`src/rtl/control_execute_pipe.sv`:
```
// rtl/control_execute_pipe.sv - registered execute-stage control decoder with mul/div stall and flush
// Optional feature macro: CONTROL_EXECUTE_ILLEGAL_EN (adds illegal_op, unknown opcodes decode as NOP)
module control_execute_pipe #(
  parameter int DATA_W   = 32,
  parameter int IMM_W    = 17,
  parameter int SIGN_EXT = 0,
  parameter int MD_LAT   = 4
) (
  input  logic              clock,
  input  logic              reset_n,
  input  logic              in_valid,
  output logic              in_ready,
  input  logic [DATA_W-1:0] instruction,
  input  logic              flush,
  output logic              out_valid,
  input  logic              out_ready,
  output logic [4:0]        ALU_opcode,
  output logic [4:0]        ctrl_shamt,
  output logic [DATA_W-1:0] immediate_value,
  output logic              i_signal,
  output logic              md_busy
`ifdef CONTROL_EXECUTE_ILLEGAL_EN
  ,
  output logic              illegal_op
`endif
);

  localparam int CW = $clog2(MD_LAT + 1);

  typedef enum logic [1:0] {EMPTY, FULL, MD} state_t;

  state_t            state_q, state_d;
  logic [CW-1:0]     cnt_q, cnt_d;
  logic [4:0]        opcode, alu_d, shamt_d;
  logic              isig_d, md_d, accept;
  logic [DATA_W-1:0] imm_d;
  logic              unused_bits;
`ifdef CONTROL_EXECUTE_ILLEGAL_EN
  logic              ill_d;
`endif

  assign unused_bits = ^instruction[DATA_W-1:IMM_W];

  always_comb begin
    opcode  = instruction[31:27];
    alu_d   = instruction[6:2];
    shamt_d = instruction[11:7];
    isig_d  = 1'b0;
    imm_d   = '0;
    imm_d[IMM_W-1:0] = instruction[IMM_W-1:0];
    if (SIGN_EXT != 0 && instruction[IMM_W-1]) imm_d[DATA_W-1:IMM_W] = '1;
`ifdef CONTROL_EXECUTE_ILLEGAL_EN
    ill_d = 1'b0;
`endif
    case (opcode)
      5'b00101, 5'b00111, 5'b01000: begin
        alu_d  = 5'b00000;
        isig_d = 1'b1;
      end
      5'b00010, 5'b00110: alu_d = 5'b00001;
      5'b00000: ;
      default: begin
`ifdef CONTROL_EXECUTE_ILLEGAL_EN
        ill_d   = 1'b1;
        alu_d   = 5'b00000;
        shamt_d = 5'b00000;
        imm_d   = '0;
`endif
      end
    endcase
    // Only R-type mul/div stalls; illegal entries already have alu_d forced to 0.
    md_d = (opcode == 5'b00000) && (alu_d == 5'b00110 || alu_d == 5'b00111);
  end

  assign in_ready  = ~flush & ((state_q == EMPTY) | ((state_q == FULL) & out_ready));
  assign accept    = in_valid & in_ready;
  assign out_valid = (state_q == FULL);
  assign md_busy   = (state_q == MD);

  always_comb begin
    state_d = state_q;
    cnt_d   = cnt_q;
    if (flush) begin
      state_d = EMPTY;
      cnt_d   = '0;
    end else if (accept) begin
      state_d = md_d ? MD : FULL;
      cnt_d   = md_d ? CW'(MD_LAT) : '0;
    end else begin
      case (state_q)
        FULL: if (out_ready) state_d = EMPTY;
        MD: begin
          cnt_d = cnt_q - CW'(1);
          if (cnt_q == CW'(1)) state_d = FULL;
        end
        default: ;
      endcase
    end
  end

  always_ff @(posedge clock or negedge reset_n) begin
    if (!reset_n) begin
      state_q         <= EMPTY;
      cnt_q           <= '0;
      ALU_opcode      <= '0;
      ctrl_shamt      <= '0;
      immediate_value <= '0;
      i_signal        <= 1'b0;
`ifdef CONTROL_EXECUTE_ILLEGAL_EN
      illegal_op      <= 1'b0;
`endif
    end else begin
      state_q <= state_d;
      cnt_q   <= cnt_d;
      if (accept) begin
        ALU_opcode      <= alu_d;
        ctrl_shamt      <= shamt_d;
        immediate_value <= imm_d;
        i_signal        <= isig_d;
`ifdef CONTROL_EXECUTE_ILLEGAL_EN
        illegal_op      <= ill_d;
`endif
      end
    end
  end

endmodule

```
`config.mk`:
```
export PLATFORM = sky130hd
export DESIGN_NAME = control_execute_pipe
export DESIGN_NICKNAME = d
export VERILOG_FILES = /design/src/rtl/control_execute_pipe.sv
export SDC_FILE = /design/constraint.sdc
export NUM_CORES = 1
export LEC_CHECK = 0
export ABC_AREA = 1
export CAP_MARGIN = 20
export CORE_UTILIZATION = 41
export DETAILED_ROUTE_END_ITERATION = 8
export PLACE_DENSITY = 0.84
export SYNTH_ARGS = -nofsm -noshare
export SYNTH_HDL_FRONTEND = slang
export SYNTH_SLANG_ARGS = --single-unit
```
`constraint.sdc`:
```
create_clock -name clock -period 2.2 [get_ports clock]
set_clock_uncertainty 0.05 [all_clocks]
set_input_delay 0.22 -clock clock [delete_from_list [all_inputs] [get_ports clock]]
set_output_delay 0.22 -clock clock [all_outputs]
set_load 0.005 [all_outputs]
```
==> flow_metrics.env, run 1 <==
export IMPL_layout_commonest_cell="nand2_1"
export IMPL_ioPinCount=83
export IMPL_die_y_um=61.8
export IMPL_die_area_um2=3820
export IMPL_grt_max_degree=29
export IMPL_worst_path_most_repeated_cell="nand2_1"
export IMPL_grt_pass1_vias=1017
export IMPL_grt_usage_pct=16.0
export IMPL_cp_required_ps=1930
export IMPL_ir_drop_uv=513
export IMPL_fin_crit_ps=1780
export IMPL_ctsHoldBuffers=0
export IMPL_crit_family="buffers and inverters"
export IMPL_utilization_pct=59.7
export IMPL_rsz0062_at_grt="false"
export IMPL_syn_area_um2=1470
export IMPL_synth_top_cell_area_share_pct=47.7
export IMPL_syn_instance_count=180
export IMPL_ys_warn_count=0
export IMPL_rows=21
export IMPL_wl_mm=2.85
export IMPL_cts_setup_buffers=0
export IMPL_path_cells="nand2_1, nand2_1, inv_1, clkdlybuf4s50_1"
export IMPL_n_antenna_cell=0
export IMPL_layout_common_cells="nand2_1, clkdlybuf4s50_1, dfrtp_1"
export IMPL_endpoint_kind="output port"
export IMPL_clockBufferDepth=2
export IMPL_drive_above_1_share_pct=7.26
export IMPL_crit_type="flop to output port"
export IMPL_leakagePower_nw=1.01
export IMPL_post_drt_wl_per_cell_um=10.2
export IMPL_clkLatencyLatePin_ps=320
export IMPL_pre_cts_ws_ps=437
export IMPL_yosysTopAreaCell="dfrtp_1"
export IMPL_first_pass_iters=4
export IMPL_globalplace_congestion=0.772
export IMPL_yosysSeqAreaShare_pct=47.7
export IMPL_globalRouteOverflowTotal=0
export IMPL_dpl_cell_area_um2=1990
export IMPL_syn_area_per_cell_um2=8.15
export IMPL_finish_net_count=274
export IMPL_status="completed"
export IMPL_setup_tns_final_ps=0
export IMPL_fp_dieW_um=61.8
export IMPL_cts_max_level=1
export IMPL_setup_violations=0
export IMPL_powerDensity_nw_per_um2=592
export IMPL_synth_area_leaders="dfrtp_1, nand2_1, buf_4, inv_1, nand3_1"
export IMPL_clk_pin_slew_ps=140
export IMPL_cp_num_buf_inv=2
export IMPL_grt_first_pass_wirelength_mm=4.51
export IMPL_drt_iter0_drc=41
export IMPL_hold_viol_final=0
export IMPL_fin_ws_ps=418
export IMPL_antenna_found_initial=0
export IMPL_period_share_pct=81.0
export IMPL_clock_root_buffer="clkbuf_4"
export IMPL_initial_core_util_pct=43.3
export IMPL_critPathMaxFanout=6
export IMPL_crit_path_top_delay_cell="dfrtp_1"
export IMPL_crit_path_start_kind="flop"
export IMPL_slew_violations=0
export IMPL_detail_route_antenna_nets=0
export IMPL_synth_cell_types=23
export IMPL_post_route_cell_area_um2=2020
export IMPL_drc_errors=0
export IMPL_cts_tree="built"
export IMPL_dpl_hpwl_mm=2.23
export IMPL_clock_fmax_ghz=0.561
export IMPL_max_stage_delay_ps=480
export IMPL_cts_sinks=28
export IMPL_synth_seq_cells=28
export IMPL_numCtsBuffers=3
export IMPL_cap_violations=0
export IMPL_post_cts_resized=0
export IMPL_syn2layout_area_growth_pct=37.9
export IMPL_vias=1219
export IMPL_hp_class="primary input to async pin"
export IMPL_core_area_um2=3390
export IMPL_port_buffers=57
export IMPL_critPathArrivalTime_ps=1510
export IMPL_viasPerCell=4.35
## logic make-up (layout without fill, tap and decap cells)
| family | after synthesis | count (layout) | synth area share [%] |
|---|---|---|---|
| AOI/OAI and AO/OA | 13 | 13 | 5.88 |
| xor gates and xnor gates | 1 | 1 | 0.597 |
| adders and majority gates | 2 | 2 | 1.70 |
| buffers and inverters | 41 | 81 | 16.8 |
| DFF | 28 | 28 | 47.7 |
| other | 1 | 15 | 0.256 |
| and+or+nand+nor | 94 | 94 | 27.0 |
## routing by layer
layer  wire (µm)  GRT usage, %  up-vias
met1        1290          21.2      542
met4          17          2.86        0
met5           0             0        -
met3         155          4.55        2
met2        1380          26.6       46
li1            -             -      629
## registers in the layout (all words and copies together), names as in the netlist
| name | flops |
|---|---|
| state_q | 2 |
| immediate_value | 13 |
| i_signal | 1 |
| ctrl_shamt | 4 |
| cnt_q | 3 |
| ALU_opcode | 5 |
## metrics by stage
| step | hold slack, ps | total power (W) | std cells |
|---|---|---|---|
| 6_report | 206 | 0.00120 | 280 |
| 5_1_grt | 228 | 0.00128 | 280 |
| 4_1_cts | 215 | 0.00122 | 280 |
| 3_5_place_dp | 414 | 0.000971 | 276 |
| 3_3_place_gp | 411 | 0.000962 | 276 |
| 2_1_floorplan | -126 | 0.000773 | 194 |
## synth_stat cells
master and instances:
nand2_1 75, dfrtp_1 28, buf_4 20, inv_1 14, nand3_1 9, o21ai_1 6
nor2_1 5, inv_2 3, buf_2 2, buf_6 2, ha_1 2, o21ai_0 2
o21ai_2 2, a21oi_1 1, conb_1 1, nand3_2 1, nand3_4 1, nand4_1 1
nor2_2 1, nor2_4 1, o211ai_1 1, o32ai_2 1, xnor2_1 1
## area by class of cell
class | instances | area (µm²)
Clock buffer | 4 | 36.3
Fill cell | 301 | 1370
Inverter | 17 | 63.8
Multi-Input combinational cell | 125 | 573
Sequential cell | 28 | 701
Tap cell | 46 | 57.6
Timing Repair Buffer | 60 | 593
## where the power goes
| group | internal, W | switching (W) |
|---|---|---|
| clock network | 0.000101 | 0.000141 |
| logic | 0.000210 | 0.000129 |
| registers | 0.000578 | 0.0000388 |
| total | 0.000889 | 0.000309 |
## worst paths after layout
kind | startpoint | to | slack, ps | cells past startpoint
worst max-delay path | state_q[0] | in_ready | 420 | 4
worst min-delay path | reset_n | state_q[0] | 210 | 2
worst max register to register | state_q[0] | cnt_q[2] | 790 | 6
worst min register to register | immediate_value[14] | immediate_value[14] | 440 | 2
max in group asynchronous | reset_n | ALU_opcode[1] | 1640 | 2
min in group clock | instruction[10] | ctrl_shamt[3] | 360 | 3
Note: power is estimated with default switching activity, not from simulation.
==> run 2: changes to the inputs <==
--- a/config.mk
+++ b/config.mk
@@ -7,9 +7,9 @@
 export LEC_CHECK = 0
 export ABC_AREA = 1
 export CAP_MARGIN = 20
-export CORE_UTILIZATION = 41
+export CORE_UTILIZATION = 34
 export DETAILED_ROUTE_END_ITERATION = 8
-export PLACE_DENSITY = 0.84
+export PLACE_DENSITY = 0.74
 export SYNTH_ARGS = -nofsm -noshare
 export SYNTH_HDL_FRONTEND = slang
 export SYNTH_SLANG_ARGS = --single-unit
==> constraint.sdc (replaced) <==
create_clock -name clock -period 1.6 [get_ports clock]
set_clock_uncertainty 0.05 [all_clocks]
set_input_delay 0.16 -clock clock [delete_from_list [all_inputs] [get_ports clock]]
set_output_delay 0.16 -clock clock [all_outputs]
set_load 0.005 [all_outputs]
==> run 2 against run 1 <==
Sequential share of layout area is 1.9 points lower. Worst setup slack worse by 350 ps. Power is 58% higher. Worst hold slack worse by 2.6 ps. Final cell count is 4.6% higher. Critical path depth is 2 lower. Non-clock buffer count is 9 higher. Via count is 4.3% higher. Clock power is 130% higher.
==> flow_metrics.env, run 2 (synthesis results as in run 1) <==
export IMPL_status="completed"
export IMPL_reg_largest_list="immediate_value x13, ALU_opcode x5, ctrl_shamt x4"
export IMPL_numCtsBuffers=3
export IMPL_seqCellArea_um2=702
export IMPL_drc_errors=0
export IMPL_ir_drop_uv=427
export IMPL_layout_commonest_cell="nand2_1"
export IMPL_drt_iter0_drc=44
export IMPL_fp_dieW_um=67.7
export IMPL_r2r_start="state_q[1]"
export IMPL_clockBufferDepth=2
export IMPL_dpl_hpwl_mm=2.34
export IMPL_critPathMaxFanout=4
export IMPL_globalplace_congestion=0.779
export IMPL_powerDensity_nw_per_um2=883
export IMPL_port_buffers=57
export IMPL_leakagePower_nw=1.08
export IMPL_hp_class="primary input to async pin"
export IMPL_n_fill_cell=403
export IMPL_clock_fmax_ghz=0.654
export IMPL_grt_usage_pct=15.8
export IMPL_crit_path_start_kind="flop"
export IMPL_die_area_um2=4580
export IMPL_initial_core_util_pct=35.9
export IMPL_core_area_um2=4090
export IMPL_slew_violations=0
export IMPL_drive_above_1_share_pct=11.1
export IMPL_detail_route_antenna_nets=0
export IMPL_fin_crit_ps=1530
export IMPL_cts_sinks=28
export IMPL_crit_type="flop to output port"
export IMPL_critPathArrivalTime_ps=1320
export IMPL_cts_tree="built"
export IMPL_clk_pin_slew_ps=100
export IMPL_antenna_found_initial=0
export IMPL_setup_tns_final_ps=0
export IMPL_setup_violations=0
export IMPL_multi_input_area_um2=573
export IMPL_post_drt_wl_per_cell_um=10.5
export IMPL_grt_first_pass_wirelength_mm=5.33
export IMPL_layout_common_cells="nand2_1, clkdlybuf4s50_1, dfrtp_1"
export IMPL_period_share_pct=95.6
export IMPL_hold_viol_final=0
export IMPL_vias=1272
export IMPL_ctsHoldBuffers=0
export IMPL_clkLatencyLatePin_ps=280
export IMPL_rows=23
export IMPL_viasPerCell=4.34
export IMPL_regMostFlops="immediate_value"
export IMPL_globalRouteOverflowTotal=0
export IMPL_finish_net_count=283
export IMPL_grt_pass1_vias=1260
export IMPL_ioPinCount=83
export IMPL_grt_max_degree=29
export IMPL_cp_required_ps=1390
export IMPL_cts_max_level=1
export IMPL_endpoint_kind="output port"
export IMPL_wl_mm=3.09
export IMPL_clock_root_buffer="clkbuf_8"
export IMPL_die_y_um=67.7
export IMPL_n_antenna_cell=0
export IMPL_largest_register_ff_count=13
export IMPL_crit_start="state_q[1]"
export IMPL_holdWs_ps=203
export IMPL_cap_violations=0
export IMPL_first_pass_iters=4
export IMPL_syn2layout_area_growth_pct=46.2
export IMPL_rsz0062_at_grt="false"
run 2: worst max-delay path, stage by stage, from the launching register on:
cell and delay [ps]:
dfrtp_1 430, nor2_1 120, clkdlybuf4s50_1 500
run 2: stage by stage:
| step | utilization, % | total power, W | std cells | area [µm²] | setup WS [ps] |
|---|---|---|---|---|---|
| after floorplan | - | 0.00106 | 194 | 1520 | 459 |
| after global placement | 49.6 | 0.00134 | 283 | 2030 | 46.3 |
| after detailed placement | 49.6 | 0.00135 | 283 | 2030 | 45.9 |
| after CTS | 51.9 | 0.00191 | 290 | 2120 | 42.2 |
| after global routing | 52.5 | 0.00201 | 293 | 2150 | 1.84 |
| final | 52.5 | 0.00189 | 293 | 2150 | 70.3 |
run 2: routing by layer:
| metal | share of wire [%] | vias up | track usage [%] |
|---|---|---|---|
| met3 | 6.9 | 5 | 3.89 |
| met2 | 46 | 42 | 26.7 |
| met4 | 1.6 | 0 | 6.38 |
| met5 | 0 | - | 0 |
| li1 | - | 645 | - |
| met1 | 45 | 580 | 18.9 |
run 2: layout make-up:
cell class	count	area share [%]
clock buffers	3	1.92
clock inverters	1	1.40
multi-input cells	125	26.7
inverters	17	3.09
flip-flops and latches	28	32.7
well taps	50	2.92
repair buffers	69	31.3
run 2: path summary, 6_finish.rpt:
path                                       end  slack (ps)  depth (start not counted)
hold / removal              immediate_value[4]         200                          2
hold reg to reg            immediate_value[16]         440                          2
min in group clock         immediate_value[15]         350                          3
setup reg to reg                      cnt_q[2]         140                          8
setup / recovery                     out_valid          70                          2
max in group asynchronous           state_q[0]        1010                          2
run 2: what timing repair did:
action                     in CTS  in global routing
buffers inserted                3                  3
pin swaps                       1                  0
setup endpoints to repair       3                 13
resized for setup               3                  1
run 2: power breakdown:
group          switching, W  internal (W)  leakage [nW]
clock              0.000222      0.000335        0.0357
sequential        0.0000559      0.000795         0.354
combinational      0.000182      0.000304         0.691
==> run 3: changes to the inputs <==
--- a/config.mk
+++ b/config.mk
@@ -9,7 +9,7 @@
 export CAP_MARGIN = 20
 export CORE_UTILIZATION = 34
 export DETAILED_ROUTE_END_ITERATION = 8
-export PLACE_DENSITY = 0.74
+export PLACE_DENSITY = 0.75
 export SYNTH_ARGS = -nofsm -noshare
 export SYNTH_HDL_FRONTEND = slang
 export SYNTH_SLANG_ARGS = --single-unit
==> run 3 against run 2 <==
Die area unchanged. Wire length down 1.2%. Count of clock-buffer cells in the layout grew 1. Worst setup slack gained 12 ps. Design area shrank 0.82%. Register-to-register slack worse by 40 ps. Critical endpoint unchanged. Largest power group unchanged.
==> flow_metrics.env, run 3 (synthesis results as in run 1) <==
export IMPL_clkLatencyLatePin_ps=270
export IMPL_post_drt_wl_per_cell_um=10.4
export IMPL_numCtsBuffers=3
export IMPL_first_pass_iters=4
export IMPL_reg2reg_slack_ps=100
export IMPL_syn2layout_area_growth_pct=45.0
export IMPL_wl_mm=3.05
export IMPL_drt_iter0_drc=52
export IMPL_leakagePower_nw=1.07
export IMPL_status="completed"
export IMPL_clk_pin_slew_ps=90
export IMPL_endpoint_kind="output port"
export IMPL_die_area_um2=4580
export IMPL_cap_violations=0
export IMPL_die_y_um=67.7
export IMPL_dpl_cell_area_um2=2020
export IMPL_antenna_found_initial=0
export IMPL_port_buffers=57
export IMPL_setup_violations=0
export IMPL_dpl_hpwl_mm=2.33
export IMPL_met1_usage_pct=19.6
export IMPL_seqCellArea_um2=702
export IMPL_largest_register_ff_count=13
export IMPL_powerDensity_nw_per_um2=829
export IMPL_fin_crit_ps=1520
export IMPL_layout_commonest_cell="nand2_1"
export IMPL_multi_input_area_um2=581
export IMPL_crit_type="flop to output port"
export IMPL_use_met2_pct=22.3
export IMPL_setup_tns_final_ps=0
export IMPL_critPathMaxFanout=4
export IMPL_globalplace_congestion=0.747
export IMPL_period_share_pct=94.9
export IMPL_r2r_start="state_q[1]"
export IMPL_holdWs_ps=213
export IMPL_clock_fmax_ghz=0.659
export IMPL_initial_core_util_pct=35.9
export IMPL_n_antenna_cell=0
export IMPL_ioPinCount=83
export IMPL_fp_dieW_um=67.7
export IMPL_cts_max_level=1
export IMPL_clock_root_buffer="clkbuf_8"
export IMPL_ff2ff_path_depth=8
export IMPL_cts_tree="built"
export IMPL_use_met3_pct=2.03
export IMPL_grt_max_degree=29
export IMPL_regMostFlops="immediate_value"
export IMPL_drive_above_1_share_pct=11.1
export IMPL_grt_pass1_vias=1090
export IMPL_drc_errors=0
export IMPL_slew_violations=0
export IMPL_utilization_pct=52.1
export IMPL_cts_sinks=28
export IMPL_reg_largest_list="immediate_value x13, ALU_opcode x5, ctrl_shamt x4"
export IMPL_grt_usage_pct=14.0
export IMPL_r2r_end="ALU_opcode[0]"
export IMPL_post_layout_nonfiller_instances=293
export IMPL_grt_busiest_layer="met2"
export IMPL_ctsHoldBuffers=0
export IMPL_clockBufferDepth=2
export IMPL_layout_common_cells="nand2_1, clkdlybuf4s50_1, dfrtp_1"
export IMPL_rows=23
export IMPL_crit_path_start_kind="flop"
export IMPL_n_fill_cell=398
export IMPL_vias=1250
export IMPL_globalRouteOverflowTotal=0
export IMPL_finish_net_count=283
export IMPL_post_place_cells=283
export IMPL_detail_route_antenna_nets=0
export IMPL_rsz0062_at_grt="false"
export IMPL_ir_drop_uv=335
export IMPL_grt_first_pass_wirelength_mm=4.88
export IMPL_core_area_um2=4090
export IMPL_critPathArrivalTime_ps=1310
export IMPL_viasPerCell=4.27
export IMPL_post_route_cell_area_um2=2130
export IMPL_hold_viol_final=0
export IMPL_cp_required_ps=1390
export IMPL_hp_class="primary input to async pin"
==> run 3: changes by cell type in the layout (fill, tap and decap cells not counted), sizes merged <==
cell and delta:
clkbuf +1, bufinv -1
==> run 3: timing repair <==
action                                 4_1_cts  5_1_grt
pin swaps                                    1        0
setup buffers                                5        1
resized for setup                            3        3
setup endpoints to repair                    3       14
cloned                                       0        0
endpoints found under the hold margin        0        0
==> run 3: worst max-delay path, cell delays in order (launching register included) <==
cell	delay (ps)
dfrtp_2	410
inv_1	50
nor2_1	70
clkdlybuf4s50_1	500
==> run 3: stage by stage <==
step	total power [W]	setup WS [ps]
floorplan	0.00106	459
global placement	0.00133	57.3
detailed placement	0.00134	29.7
CTS	0.00179	26.6
global route	0.00188	16.9
finish	0.00176	81.9
==> run 3: where the power goes <==
group	total, W	internal, W	switching, W
Combinational	0.000488	0.000302	0.000186
Sequential	0.000847	0.000795	0.0000527
Clock	0.000429	0.000220	0.000209
==> run 3: cell type report <==
class	instances	area share, %
clock buffers	4	2.59
inverters	17	3.12
multi-input cells	125	27.3
flip-flops and latches	28	33.0
well taps	50	2.94
repair buffers	69	31.1
==> run 3: worst max-delay path by stage <==
stage / startpoint / endpoint / slack [ps]
after global routing: state_q[0] / out_valid / 20
after floorplan: state_q[0] / cnt_q[2] / 460
after CTS: state_q[1] / ctrl_shamt[2] / 30
after global placement: flush / in_ready / 60
after detailed placement: flush / in_ready / 30
final: state_q[0] / out_valid / 80
==> run 3: layer usage <==
metal  up-vias  part of all wire (%)  wire (µm)
met4         0                  0.39         12
met3         2                   5.3        163
met5         -                     0          0
li1        645                     -          -
met1       563                    45       1380
met2        40                    49       1500
